$ cat src/rtl/cc_cond_unit_if.sv
// Execute-to-memory condition-code bus: ALU operands/result and control in, CC and cnd out.
interface cc_cond_unit_if #(
    parameter int WIDTH = 64
);
    logic             in_valid;
    logic [1:0]       op;
    logic [WIDTH-1:0] a;
    logic [WIDTH-1:0] b;
    logic [WIDTH-1:0] alu_res;
    logic             set_cc;
    logic [3:0]       ifun;
    logic             stall;
    logic             flush;
    logic             exc_inhibit;
    logic [2:0]       cc_q;
    logic             out_valid;
    logic             cnd_q;
    logic             bad_ifun;

    modport master (
        output in_valid, op, a, b, alu_res, set_cc, ifun, stall, flush, exc_inhibit,
        input  cc_q, out_valid, cnd_q, bad_ifun
    );

    modport slave (
        input  in_valid, op, a, b, alu_res, set_cc, ifun, stall, flush, exc_inhibit,
        output cc_q, out_valid, cnd_q, bad_ifun
    );
endinterface

$ cat src/rtl/cc_cond_unit.sv
// Y86-64 condition-code register and jXX/cmovXX condition evaluator with a registered output stage.
// Optional macro CC_BYPASS_EN: evaluate cnd against freshly derived flags on a same-cycle CC update.
module cc_cond_unit #(
    parameter int         WIDTH    = 64,
    parameter logic [2:0] CC_RESET = 3'b100
) (
    input logic         clk,
    input logic         rst_n,
    cc_cond_unit_if.slave bus
);

    localparam logic [1:0] OP_ADD = 2'b00;
    localparam logic [1:0] OP_SUB = 2'b01;

    logic [2:0] r_cc;
    logic       r_out_valid;
    logic       r_cnd;
    logic       r_bad_ifun;

    logic       w_zf;
    logic       w_sf;
    logic       w_of;
    logic       w_a_msb;
    logic       w_b_msb;
    logic       w_res_msb;
    logic       w_acc;
    logic       w_cc_upd;
    logic [2:0] w_cc_new;
    logic [2:0] w_cc_eval;
    logic       w_cnd;
    logic       w_bad;

    // Flags come from operand/result sign bits only; carry-out never feeds OF.
    assign w_a_msb   = bus.a[WIDTH-1];
    assign w_b_msb   = bus.b[WIDTH-1];
    assign w_res_msb = bus.alu_res[WIDTH-1];
    assign w_zf      = (bus.alu_res == '0);
    assign w_sf      = w_res_msb;

    always_comb begin
        w_of = 1'b0;
        case (bus.op)
            OP_ADD:  w_of = (w_a_msb == w_b_msb) && (w_res_msb != w_a_msb);
            OP_SUB:  w_of = (w_a_msb != w_b_msb) && (w_res_msb != w_a_msb);
            default: w_of = 1'b0;
        endcase
    end

    assign w_cc_new = {w_zf, w_sf, w_of};
    assign w_acc    = bus.in_valid && !bus.stall && !bus.flush;
    assign w_cc_upd = w_acc && bus.set_cc && !bus.exc_inhibit;

`ifdef CC_BYPASS_EN
    assign w_cc_eval = w_cc_upd ? w_cc_new : r_cc;
`else
    assign w_cc_eval = r_cc;
`endif

    // Condition function over {Z,S,O}; codes above 6 are undefined and evaluate false.
    always_comb begin
        logic w_z;
        logic w_s;
        logic w_o;
        w_z   = w_cc_eval[2];
        w_s   = w_cc_eval[1];
        w_o   = w_cc_eval[0];
        w_cnd = 1'b0;
        case (bus.ifun)
            4'd0:    w_cnd = 1'b1;
            4'd1:    w_cnd = (w_s ^ w_o) | w_z;
            4'd2:    w_cnd = w_s ^ w_o;
            4'd3:    w_cnd = w_z;
            4'd4:    w_cnd = !w_z;
            4'd5:    w_cnd = !(w_s ^ w_o);
            4'd6:    w_cnd = !(w_s ^ w_o) && !w_z;
            default: w_cnd = 1'b0;
        endcase
    end

    assign w_bad = bus.in_valid && (bus.ifun > 4'd6);

    always_ff @(posedge clk or negedge rst_n) begin
        if (!rst_n) begin
            r_cc <= CC_RESET;
        end else if (w_cc_upd) begin
            r_cc <= w_cc_new;
        end
    end

    // Flush squashes validity but keeps the last cnd/bad values; stall freezes everything.
    always_ff @(posedge clk or negedge rst_n) begin
        if (!rst_n) begin
            r_out_valid <= 1'b0;
            r_cnd       <= 1'b0;
            r_bad_ifun  <= 1'b0;
        end else if (bus.flush) begin
            r_out_valid <= 1'b0;
        end else if (!bus.stall) begin
            r_out_valid <= bus.in_valid;
            r_cnd       <= w_cnd;
            r_bad_ifun  <= w_bad;
        end
    end

    assign bus.cc_q      = r_cc;
    assign bus.out_valid = r_out_valid;
    assign bus.cnd_q     = r_cnd;
    assign bus.bad_ifun  = r_bad_ifun;

endmodule

$ cat src/flat_wrapper.sv
// flat-port wrapper written by rule: the top's interface ports become plain ports
module cc_cond_unit_flat 
#(
    parameter int         WIDTH    = 64,
    parameter logic [2:0] CC_RESET = 3'b100
)
  (clk, rst_n, bus_in_valid, bus_op, bus_a, bus_b, bus_alu_res, bus_set_cc, bus_ifun, bus_stall, bus_flush, bus_exc_inhibit, bus_cc_q, bus_out_valid, bus_cnd_q, bus_bad_ifun);
  cc_cond_unit_if #(.WIDTH(WIDTH)) bus_i ();
  input logic clk;
  input logic rst_n;
  input wire logic [$bits(bus_i.in_valid)-1:0] bus_in_valid;
  input wire logic [$bits(bus_i.op)-1:0] bus_op;
  input wire logic [$bits(bus_i.a)-1:0] bus_a;
  input wire logic [$bits(bus_i.b)-1:0] bus_b;
  input wire logic [$bits(bus_i.alu_res)-1:0] bus_alu_res;
  input wire logic [$bits(bus_i.set_cc)-1:0] bus_set_cc;
  input wire logic [$bits(bus_i.ifun)-1:0] bus_ifun;
  input wire logic [$bits(bus_i.stall)-1:0] bus_stall;
  input wire logic [$bits(bus_i.flush)-1:0] bus_flush;
  input wire logic [$bits(bus_i.exc_inhibit)-1:0] bus_exc_inhibit;
  output wire logic [$bits(bus_i.cc_q)-1:0] bus_cc_q;
  output wire logic [$bits(bus_i.out_valid)-1:0] bus_out_valid;
  output wire logic [$bits(bus_i.cnd_q)-1:0] bus_cnd_q;
  output wire logic [$bits(bus_i.bad_ifun)-1:0] bus_bad_ifun;
  assign bus_i.in_valid = bus_in_valid;
  assign bus_i.op = bus_op;
  assign bus_i.a = bus_a;
  assign bus_i.b = bus_b;
  assign bus_i.alu_res = bus_alu_res;
  assign bus_i.set_cc = bus_set_cc;
  assign bus_i.ifun = bus_ifun;
  assign bus_i.stall = bus_stall;
  assign bus_i.flush = bus_flush;
  assign bus_i.exc_inhibit = bus_exc_inhibit;
  assign bus_cc_q = bus_i.cc_q;
  assign bus_out_valid = bus_i.out_valid;
  assign bus_cnd_q = bus_i.cnd_q;
  assign bus_bad_ifun = bus_i.bad_ifun;
  cc_cond_unit #(.WIDTH(WIDTH), .CC_RESET(CC_RESET)) u_core (.clk(clk), .rst_n(rst_n), .bus(bus_i));
endmodule
$ cat config.mk
export PLATFORM = sky130hd
export DESIGN_NAME = cc_cond_unit_flat
export DESIGN_NICKNAME = d
export VERILOG_FILES = /design/src/rtl/cc_cond_unit_if.sv /design/src/rtl/cc_cond_unit.sv /design/src/flat_wrapper.sv
export SDC_FILE = /design/constraint.sdc
export NUM_CORES = 1
export LEC_CHECK = 0
export BUFFER_PORTS_ARGS = -buffer_cell sky130_fd_sc_hd__clkbuf_2
export CAP_MARGIN = 25
export CORE_AREA = 2 2 82 84
export DETAILED_ROUTE_END_ITERATION = 12
export DIE_AREA = 0 0 84 86
export HOLD_SLACK_MARGIN = 0.02
export MAX_ROUTING_LAYER = met4
export PLACE_DENSITY_LB_ADDON = 0.2
export SLEW_MARGIN = 40
export SYNTH_ARGS = -nofsm -noshare
export SYNTH_HDL_FRONTEND = slang
export SYNTH_SLANG_ARGS = --single-unit
$ cat constraint.sdc
create_clock -name clk -period 1.2 [get_ports clk]
set_input_delay 0.3 -clock clk [delete_from_list [all_inputs] [get_ports clk]]
set_output_delay 0.3 -clock clk [all_outputs]
set_load 0.01 [all_outputs]
==> results.md, run 1 <==
- Routed via count: between 800 and 900
- CTS H-tree depth: 1
- Reg-to-reg setup timing slack: -30 ps
- Sequential area share after synthesis: 0.305
- Share of cells above drive strength 1: 0.720
- Clock latency on the worst-skew pair: roughly 220 ps
- Final HPWL DP: roughly 2300 um
- Period utilisation layout: 1.07
- Initial core utilization: 0.0791
- Global-route wire length before repair: slightly below 4000 um
- Vias in the first global route: between 800 and 900
- CP bufs+invs: 1
- Core Util, Final: 0.200
- Sw Share: 0.269
- GP Congestion: between 0.6 and 0.7
- Yosys top cell by area: dfrtp_1
- Worst Skew: roughly 0.83 ps
- Synth cell types: 22
- Crit end category: flip-flop
- Status: finished with violations
- Commonest non-fill, non-tap cells in the layout: 80 x clkbuf_2, 8 x buf_4, 7 x nor4_2, 7 x nor4_1
- Max_slew headroom: 0.840
- Placed cells: between 200 and 250
- # fillers: a little over 700
- Kind of critical path: input port to flip-flop
- Antenna Nets Post-Route: 0
- Critical path arrival: around 1400 ps
- RSZ-0062 raised after global routing: yes
- I/O Pins: around 210
- 1st-iter DRT viols: 14
- Ys flop type: dfrtp_1
- Combinational Power Share: 0.405
- Worst setup margin: -88.7 ps
- Final hold vios: 0
- FF+latch count, synth: 6
- Worst path slowest cell: or4_4
- Initial antenna violation count: 0
- Minimum clock period: between 1000 and 1500 ps
- Overall routing resource usage: 0.0714
- Slew Viols, Final: 0
- IO buf count: 84
- Area share of the largest cell type after synthesis: 0.252
- CTS root buf: clkbuf_8
- Worst EP required: ~1400 ps
- Congestion Overflow GR: 0
- Worst-path fanout max: 1
- Final non-filler cell total: 234
- Area of the multi-input gates: slightly above 400 sq um
- CP cell instances: clkbuf_2 -> nor4_4 -> nand4_1 -> or4_4 -> o21ai_2
- Largest stage delay, worst path: between 500 and 600 ps
- DRC Markers: 0
- Worst hold slack: 277 ps
- Synth warn: 0
- Internal: ~690 uW
- EDFF count, synth: 0
- Die width: approximately 84 um
- Flop pwr share: 0.258
- Failing checks: negative setup slack
- Net Switching: 253 uW
- CTS Buf Count: 3
- Floorplan die height: ~86 um
- Seq. cell area: around 150 sq um
- Power Dens Cells: 749 mW/mm^2
- Post-Synthesis Cell Area: approximately 500 sq um
- Core area: ~0.0063 sq mm
- Die area: around 0.0072 sq mm
- Commonest non-fill, non-tap cell in the layout: clkbuf_2
- Max Clk Rate: between 0.7 and 0.8 GHz
- Pre-CTS WS: -458 ps
- Ant. Diodes: 0
- Routed wire length: approximately 2500 um
- Clk sink count: 6
- CTS tree: built
- Worst-Margin Slew: 238 ps
- Gate Count Post-Synth: 58
- Post-synthesis async set-or-reset flop share: 1.00
- NumNets Final: 363
- Cell Rows: 29
- Max rail drop VDD: roughly 0.00026 V
- Total power: 939 uW
- Max Cap Viol: 0
- DRT Pass-1 Iters: 4
- Main area contributors after synthesis: dfrtp_1 25%, nor4_1 15%, nor4_2 10%, dfstp_2 5.3%, nand4_1 5.0%
- Final setup vio count: 2
- Clk network pwr share: 0.336
- Clock transition time at the flip-flop clock pins of the worst setup and hold paths: 40 ps
- Hold Crit Class: input port to flip-flop
- Area Growth Syn to Fin: 152%
- Vias per inst: around 3.8
- Pleak: about 0.0006 uW
- Worst setup SP type: input port
- Worst path top cell family by delay: simple AND/OR/NAND/NOR gates
- WL per Instance: roughly 11 um
- Worst-case clock buffer depth: 2
- Post-Syn Area per Cell: between 8 and 9 sq um
- Largest net degree at the start of global routing: 7
- Net Count, Synth: 263
-- synth_stat cells (2+ instances only) --
cell,instances
nor2_1,4
o21ai_0,5
nor4_1,12
a22oi_1,2
nor2b_1,3
inv_1,2
dfrtp_1,5
nor4_2,4
mux2_2,2
nand2_1,4
nand4_1,4
-- path summary, 6_finish.rpt --
check,start,end,depth (start not counted)
max in group asynchronous,rst_n,u_core.bus.cc_q[2],2
setup reg to reg,u_core.bus.cc_q[1],u_core.bus.cnd_q,4
setup / recovery,bus_alu_res[28],u_core.bus.cc_q[2],5
hold / removal,bus_op[1],u_core.bus.cc_q[0],2
min in group asynchronous,rst_n,u_core.bus.out_valid,2
hold reg to reg,u_core.bus.bad_ifun,u_core.bus.bad_ifun,2
-- metal layers --
layer | up-vias | track usage | routed length (um) | share of wire
met1 | 382 | 0.0812 | 941 | 0.38
li1 | 436 | - | - | -
met3 | 2 | 0.0154 | 305 | 0.12
met2 | 77 | 0.121 | 1190 | 0.48
met5 | - | - | 0 | 0
met4 | 0 | 0.0308 | 33 | 0.013
-- flip-flops by register name, indices dropped and copies added (netlist names) --
name                  cells
u_core.bus.cnd_q          1
u_core.bus.cc_q           3
u_core.bus.bad_ifun       1
u_core.bus.out_valid      1
-- what timing repair did --
item                       CTS  global route
hold buffers                 1             0
hold endpoints to repair     5             0
pin swaps                    4             2
gates resized for setup      7            12
setup endpoints to repair    4             5
setup buffers                1             0
-- power groups by stage --
stage	combinational, uW	clock, uW	sequential, uW
after floorplan	87.9	0	256
after global placement	336	0	244
after detailed placement	337	0	244
after CTS	358	332	242
after global routing	420	357	246
final	381	316	243
-- per-stage QoR --
| step | TNS, ps | instance area, sq um |
|---|---|---|
| after floorplan | -180 | 508 |
| after global placement | -658 | 1090 |
| after detailed placement | -598 | 1090 |
| after CTS | -191 | 1200 |
| after global routing | -287 | 1250 |
| final | -116 | 1250 |
-- cell type report --
class | count | area share
Timing Repair Buffer | 95 | 0.432
Clock buffer | 4 | 0.0359
Sequential cell | 6 | 0.121
Multi-Input combinational cell | 50 | 0.328
Inverter | 2 | 0.00599
Tap cell | 77 | 0.0768
-- worst register-to-register path, delay by kind of cell, from the launching register on --
| family | cells | cell delay [ps] |
|---|---|---|
| AO/OA/AOI/OAI | 2 | 160 |
| XOR/XNOR | 1 | 230 |
| flip-flops | 1 | 400 |
| multiplexers | 1 | 320 |
-- kinds of logic after synthesis --
logic type	Yosys count	synth area share
AO/OA/AOI/OAI	12	0.146
AND/OR/NAND/NOR	33	0.433
XOR/XNOR	2	0.0353
multiplexers	3	0.0655
flip-flops	6	0.305
buffers and inverters	2	0.0151
Power figures use the tool's default switching activity.
==> run 2, diff against run 1 <==
Settings changed: GPL_TIMING_DRIVEN set to 0.
==> run 2 against run 1 <==
Net effect: the flow still finishes with violations (negative setup slack); critical path depth is the same; sequential share of layout area grew 0.36 points; sequential cell count is the same; maximum frequency shrank 1.7%; clock power grew 1%; setup slack lost 23 ps; design area shrank 2.9%; register-to-register slack lost 30 ps; final cell count shrank 1.7%; via count shrank 3.3%; core utilization shrank 0.58 points.
==> results.md, run 2 (synthesis gave the netlist of run 1 again) <==
- Status: finished with violations
- Failing checks: negative setup slack
- Antenna Nets Post-Route: 0
- Largest stage delay, worst path: 560 ps
- Largest net degree at the start of global routing: 8
- Max Clk Rate: approximately 0.76 GHz
- Reg2reg path depth: 4
- Final hold vios: 0
- Max FFs per register: 3
- Kind of critical path: input port to flip-flop
- Final setup vio count: 2
- Share of cells above drive strength 1: 0.719
- Clk sink count: 6
- Initial core utilization: 0.0791
- CP startpoint: bus_alu_res[6]
- DRT Pass-1 Iters: 2
- Flop pwr share: 0.262
- Slew Viols, Final: 0
- # fillers: ~730
- WL per Instance: approximately 11 um
- Max Cap Viol: 0
- Clk network pwr share: 0.344
- Core area: about 0.0063 sq mm
- Worst Skew: between 0.9 and 1 ps
- IO buf count: 84
- Period utilisation layout: 1.09
- Worst setup margin: -112 ps
- Ant. Diodes: 0
- Commonest non-fill, non-tap cells in the layout: 80 x clkbuf_2, 9 x nor4_2, 6 x nor4_1, 6 x buf_6, 5 x dfrtp_1
- Area Growth Syn to Fin: 145%
- Net Switching: roughly 250 uW
- Max rail drop VDD: 0.000340 V
- Pleak: 0.000581 uW
- 1st-iter DRT viols: 17
- Final HPWL DP: 2200 um
- Worst-case clock buffer depth: 2
- Crit end category: flip-flop
- RSZ-0062 raised after global routing: yes
- CP cell instances: buf_6 -> nor4_4 -> nand4_1 -> or4_4 -> o21ai_2
- Worst path slowest cell: or4_4
- Clock transition time at the flip-flop clock pins of the worst setup and hold paths: ~40 ps
- Core Util, Final: 0.194
- Power Dens Cells: roughly 760 mW/mm^2
- DRC Markers: 0
- Vias in the first global route: between 800 and 900
- Worst EP required: 1350 ps
- Hold Path Cell Cnt: 2
- Floorplan die height: 86 um
- Critical path arrival: between 1000 and 1500 ps
- Worst setup SP type: input port
- Congestion Overflow GR: 0
- Initial antenna violation count: 0
- CTS H-tree depth: 1
- Vias per inst: 3.77
- GP Congestion: 0.682
- Max_slew headroom: 0.836
- Worst-path fanout max: 1
- I/O Pins: between 200 and 250
- Overall routing resource usage: 0.0702
- Hold Crit Class: input port to flip-flop
- Worst-Margin Slew: between 200 and 250 ps
- Seq. cell area: around 150 sq um
- Die area: approximately 0.0072 sq mm
- Routed wire length: around 2400 um
- Internal: ~680 uW
- Routed via count: between 800 and 900
- Global-route wire length before repair: around 3800 um
- Sw Share: 0.271
- Combinational Power Share: 0.394
- Area after DPL: 0.00102 sq mm
- Die width: approximately 84 um
- Post-route cell area: ~0.0012 sq mm
- Minimum clock period: ~1300 ps
- Placed cells: around 220
- Clock latency on the worst-skew pair: approximately 220 ps
- Area of the multi-input gates: between 400 and 500 sq um
- Hold Path Origin: bus_op[1]
- CTS Buf Count: 3
- Cell Rows: 29
- Commonest non-fill, non-tap cell in the layout: clkbuf_2
- CTS tree: built
- R2R Path Start: u_core.bus.cc_q[1]
- NumNets Final: 359
- Final non-filler cell total: 230
- CTS root buf: clkbuf_8
-- run 2: layer usage --
| layer | global-route usage | part of all wire | up-vias |
|---|---|---|---|
| met1 | 0.0760 | 0.36 | 362 |
| li1 | - | - | 426 |
| met5 | - | 0 | - |
| met2 | 0.124 | 0.49 | 77 |
| met3 | 0.0125 | 0.14 | 2 |
| met4 | 0.0352 | 0.016 | 0 |
-- run 2: path summary, 6_finish.rpt --
path	endpoint	slack [ps]
setup reg to reg	u_core.bus.cnd_q	-60
setup / recovery	u_core.bus.cc_q[2]	-110
hold / removal	u_core.bus.cc_q[0]	270
max in group asynchronous	u_core.bus.cc_q[2]	520
min in group asynchronous	u_core.bus.out_valid	450
hold reg to reg	u_core.bus.bad_ifun	520
-- run 2: cell type report --
type,count,area share
repair buffers,91,0.417
multi-input cells,50,0.336
flip-flops and latches,6,0.124
well taps,77,0.0791
clock buffers,4,0.0370
inverters,2,0.00617
-- run 2: power groups by stage --
stage	logic, uW	clock network, uW	registers, uW
after global routing	406	347	246
final	366	320	243
after global placement	282	0	248
after floorplan	87.9	0	256
after detailed placement	285	0	248
after CTS	338	329	241
-- run 2: metrics by stage --
stage	setup WS [ps]	hold WS, ps	power (uW)	TNS [ps]
after global routing	-202	284	999	-347
final	-112	273	929	-174
after detailed placement	-465	142	533	-979
after CTS	-164	269	908	-248
after global placement	-436	139	530	-969
after floorplan	-136	4.41	344	-180
-- run 2: worst max-delay path, delay by kind of cell --
family,cells,cell delay (ps)
simple gates,3,960
compound gates,1,120
buf+inv,1,90
-- run 2: repair_timing --
item / in CTS / in global routing
setup endpoints to repair: 3 / 7
setup buffers: 4 / 2
hold buffers: 1 / 0
endpoints found under the hold margin: 5 / 0
resized for setup: 5 / 15
pin swaps: 7 / 5
==> run 3, diff against run 2 <==
Settings changed: CAP_MARGIN 25 to not set, CELL_PAD_IN_SITES_DETAIL_PLACEMENT set to 0, CELL_PAD_IN_SITES_GLOBAL_PLACEMENT set to 1, CORE_AREA 2 2 82 84 to 2 2 83 85, CTS_CLUSTER_DIAMETER set to 50, DIE_AREA 0 0 84 86 to 0 0 85 87.
==> run 3 against run 2 <==
Net effect: the flow still finishes with violations (negative setup slack); clock power about the same; combinational power down 2%; setup slack worse by 9.1 ps; sequential cell count unchanged; die area up 2.4%; hold slack worse by 3.0 ps; final cell count up 0.43%; highest routed layer is now met3.
==> results.md, run 3 (synthesis gave the netlist of run 1 again) <==
- Status: finished with violations
- Failing checks: negative setup slack
- Overall routing resource usage: 0.0739
- Worst setup margin: -121 ps
- Final HPWL DP: 2390 um
- Hold Crit Class: input port to flip-flop
- Minimum clock period: 1320 ps
- Max Cap Viol: 0
- Cell Rows: 30
- DRT Pass-1 Iters: 3
- RSZ-0062 raised after global routing: yes
- Crit end category: flip-flop
- Power Dens Cells: around 760 mW/mm^2
- Initial core utilization: 0.0756
- Commonest non-fill, non-tap cells in the layout: 79 x clkbuf_2, 7 x nor4_2, 7 x nor4_1
- Vias per inst: about 3.7
- WHS Endpoint: u_core.bus.cc_q[0]
- R2R Path Start: u_core.bus.cc_q[1]
- Clock transition time at the flip-flop clock pins of the worst setup and hold paths: around 30 ps
- Hold Path Cell Cnt: 2
- Post-route cell area: 0.00121 sq mm
- Worst Skew: ~7.2 ps
- Ant. Diodes: 0
- IO buf count: between 80 and 90
- Critical path arrival: roughly 1500 ps
- Pre-CTS WS: -422 ps
- Kind of critical path: input port to flip-flop
- Clock latency on the worst-skew pair: about 230 ps
- CTS H-tree depth: 1
- Max rail drop VDD: between 0.0003 and 0.0004 V
- Total power: between 900 and 1000 uW
- Worst setup SP type: input port
- Hold Path Origin: bus_op[1]
- Worst-path fanout max: 1
- Period utilisation layout: 1.10
- Largest net degree at the start of global routing: 8
- I/O Pins: between 200 and 250
- CTS root buf: clkbuf_8
- CTS Buf Count: 3
- Commonest non-fill, non-tap cell in the layout: clkbuf_2
- # fillers: around 740
- Slew Viols, Final: 0
- WL per Instance: between 10 and 15 um
- Max_slew headroom: 0.819
- Die width: about 85 um
- Setup_tns: -166 ps
- Area Growth Syn to Fin: 145%
- Max FFs per register: 3
- Die area: 0.00740 sq mm
- Reg2reg path depth: 4
- Routed via count: 865
- Initial antenna violation count: 0
- Core area: ~0.0066 sq mm
- Routed wire length: 2670 um
- NumNets Final: between 300 and 400
- Worst EP required: ~1400 ps
- Reg-to-reg setup timing slack: -50 ps
- Floorplan die height: about 87 um
- DRC Markers: 0
- Share of cells above drive strength 1: 0.709
- Pleak: between 0.0005 and 0.0006 uW
- R2R Path End: u_core.bus.cnd_q
- Final hold vios: 0
- Clk sink count: 6
- Vias in the first global route: around 870
- Worst-Margin Slew: 269 ps
- Final setup vio count: 2
- Max Clk Rate: 0.757 GHz
- 1st-iter DRT viols: 9
- GP Congestion: 0.666
- Area after DPL: just over 0.001 sq mm
- Worst-case clock buffer depth: 2
- Antenna Nets Post-Route: 0
- Global-route wire length before repair: just over 4000 um
- CTS tree: built
- Congestion Overflow GR: 0
-- run 3: cell count changes in the layout (fill, tap and decap cells not counted), sizes merged --
cell    previous run  this run
buf               10         9
clkbuf            84        83
-- run 3: what timing repair did --
item                                    4_1_cts  5_1_grt
hold buffers                                  1        0
buffers inserted                              3        1
pin swaps                                     5        8
resized for setup                             7       15
gates cloned                                  0        0
hold endpoints to repair                      5        0
endpoints found under the setup margin        3        6
-- run 3: layout make-up --
type | instances | area, sq um | share of cell area
Multi-Input combinational cell | 50 | 412 | 0.339
Inverter | 2 | 7.51 | 0.00618
Clock buffer | 4 | 45.0 | 0.0371
Tap cell | 80 | 100 | 0.0824
Timing Repair Buffer | 89 | 499 | 0.411
Sequential cell | 6 | 151 | 0.125
-- run 3: worst max-delay path by stage --
stage	start	to	slack (ps)	cells past startpoint
floorplan	bus_alu_res[0]	u_core.bus.cc_q[2]	-140	4
global placement	bus_alu_res[28]	u_core.bus.cc_q[2]	-400	5
detailed placement	bus_alu_res[28]	u_core.bus.cc_q[2]	-420	5
CTS	bus_alu_res[33]	u_core.bus.cc_q[2]	-110	5
global route	bus_alu_res[39]	u_core.bus.cc_q[2]	-200	5
finish	bus_alu_res[39]	u_core.bus.cc_q[2]	-120	5
-- run 3: per-layer routing --
metal  global-route usage  vias to the layer above  routed length [um]
met4               0.0173                        0                   0
met3               0.0237                        0                 361
met2                0.141                       79                1370
met5                    -                        -                   0
li1                     -                      422                   -
met1               0.0723                      364                 936
-- run 3: stage by stage --
stage | instances | utilization | hold slack (ps)
floorplan | 58 | - | 4.41
global placement | 222 | 0.157 | 137
detailed placement | 222 | 0.157 | 135
CTS | 230 | 0.174 | 264
global route | 231 | 0.185 | 285
finish | 231 | 0.185 | 270
-- run 3: critical path, cell delays in order --
cell	delay, ps
buf_6	90
nor4_2	260
nand4_1	130
or4_4	550
o21ai_2	140
-- run 3: power breakdown --
part	total, uW	switching (uW)	leakage (uW)	internal (uW)
Combinational	358	143	0.000476	215
Sequential	244	19.2	0.0000754	225
Clock	321	92.2	0.0000228	229
Total	923	255	0.000575	669
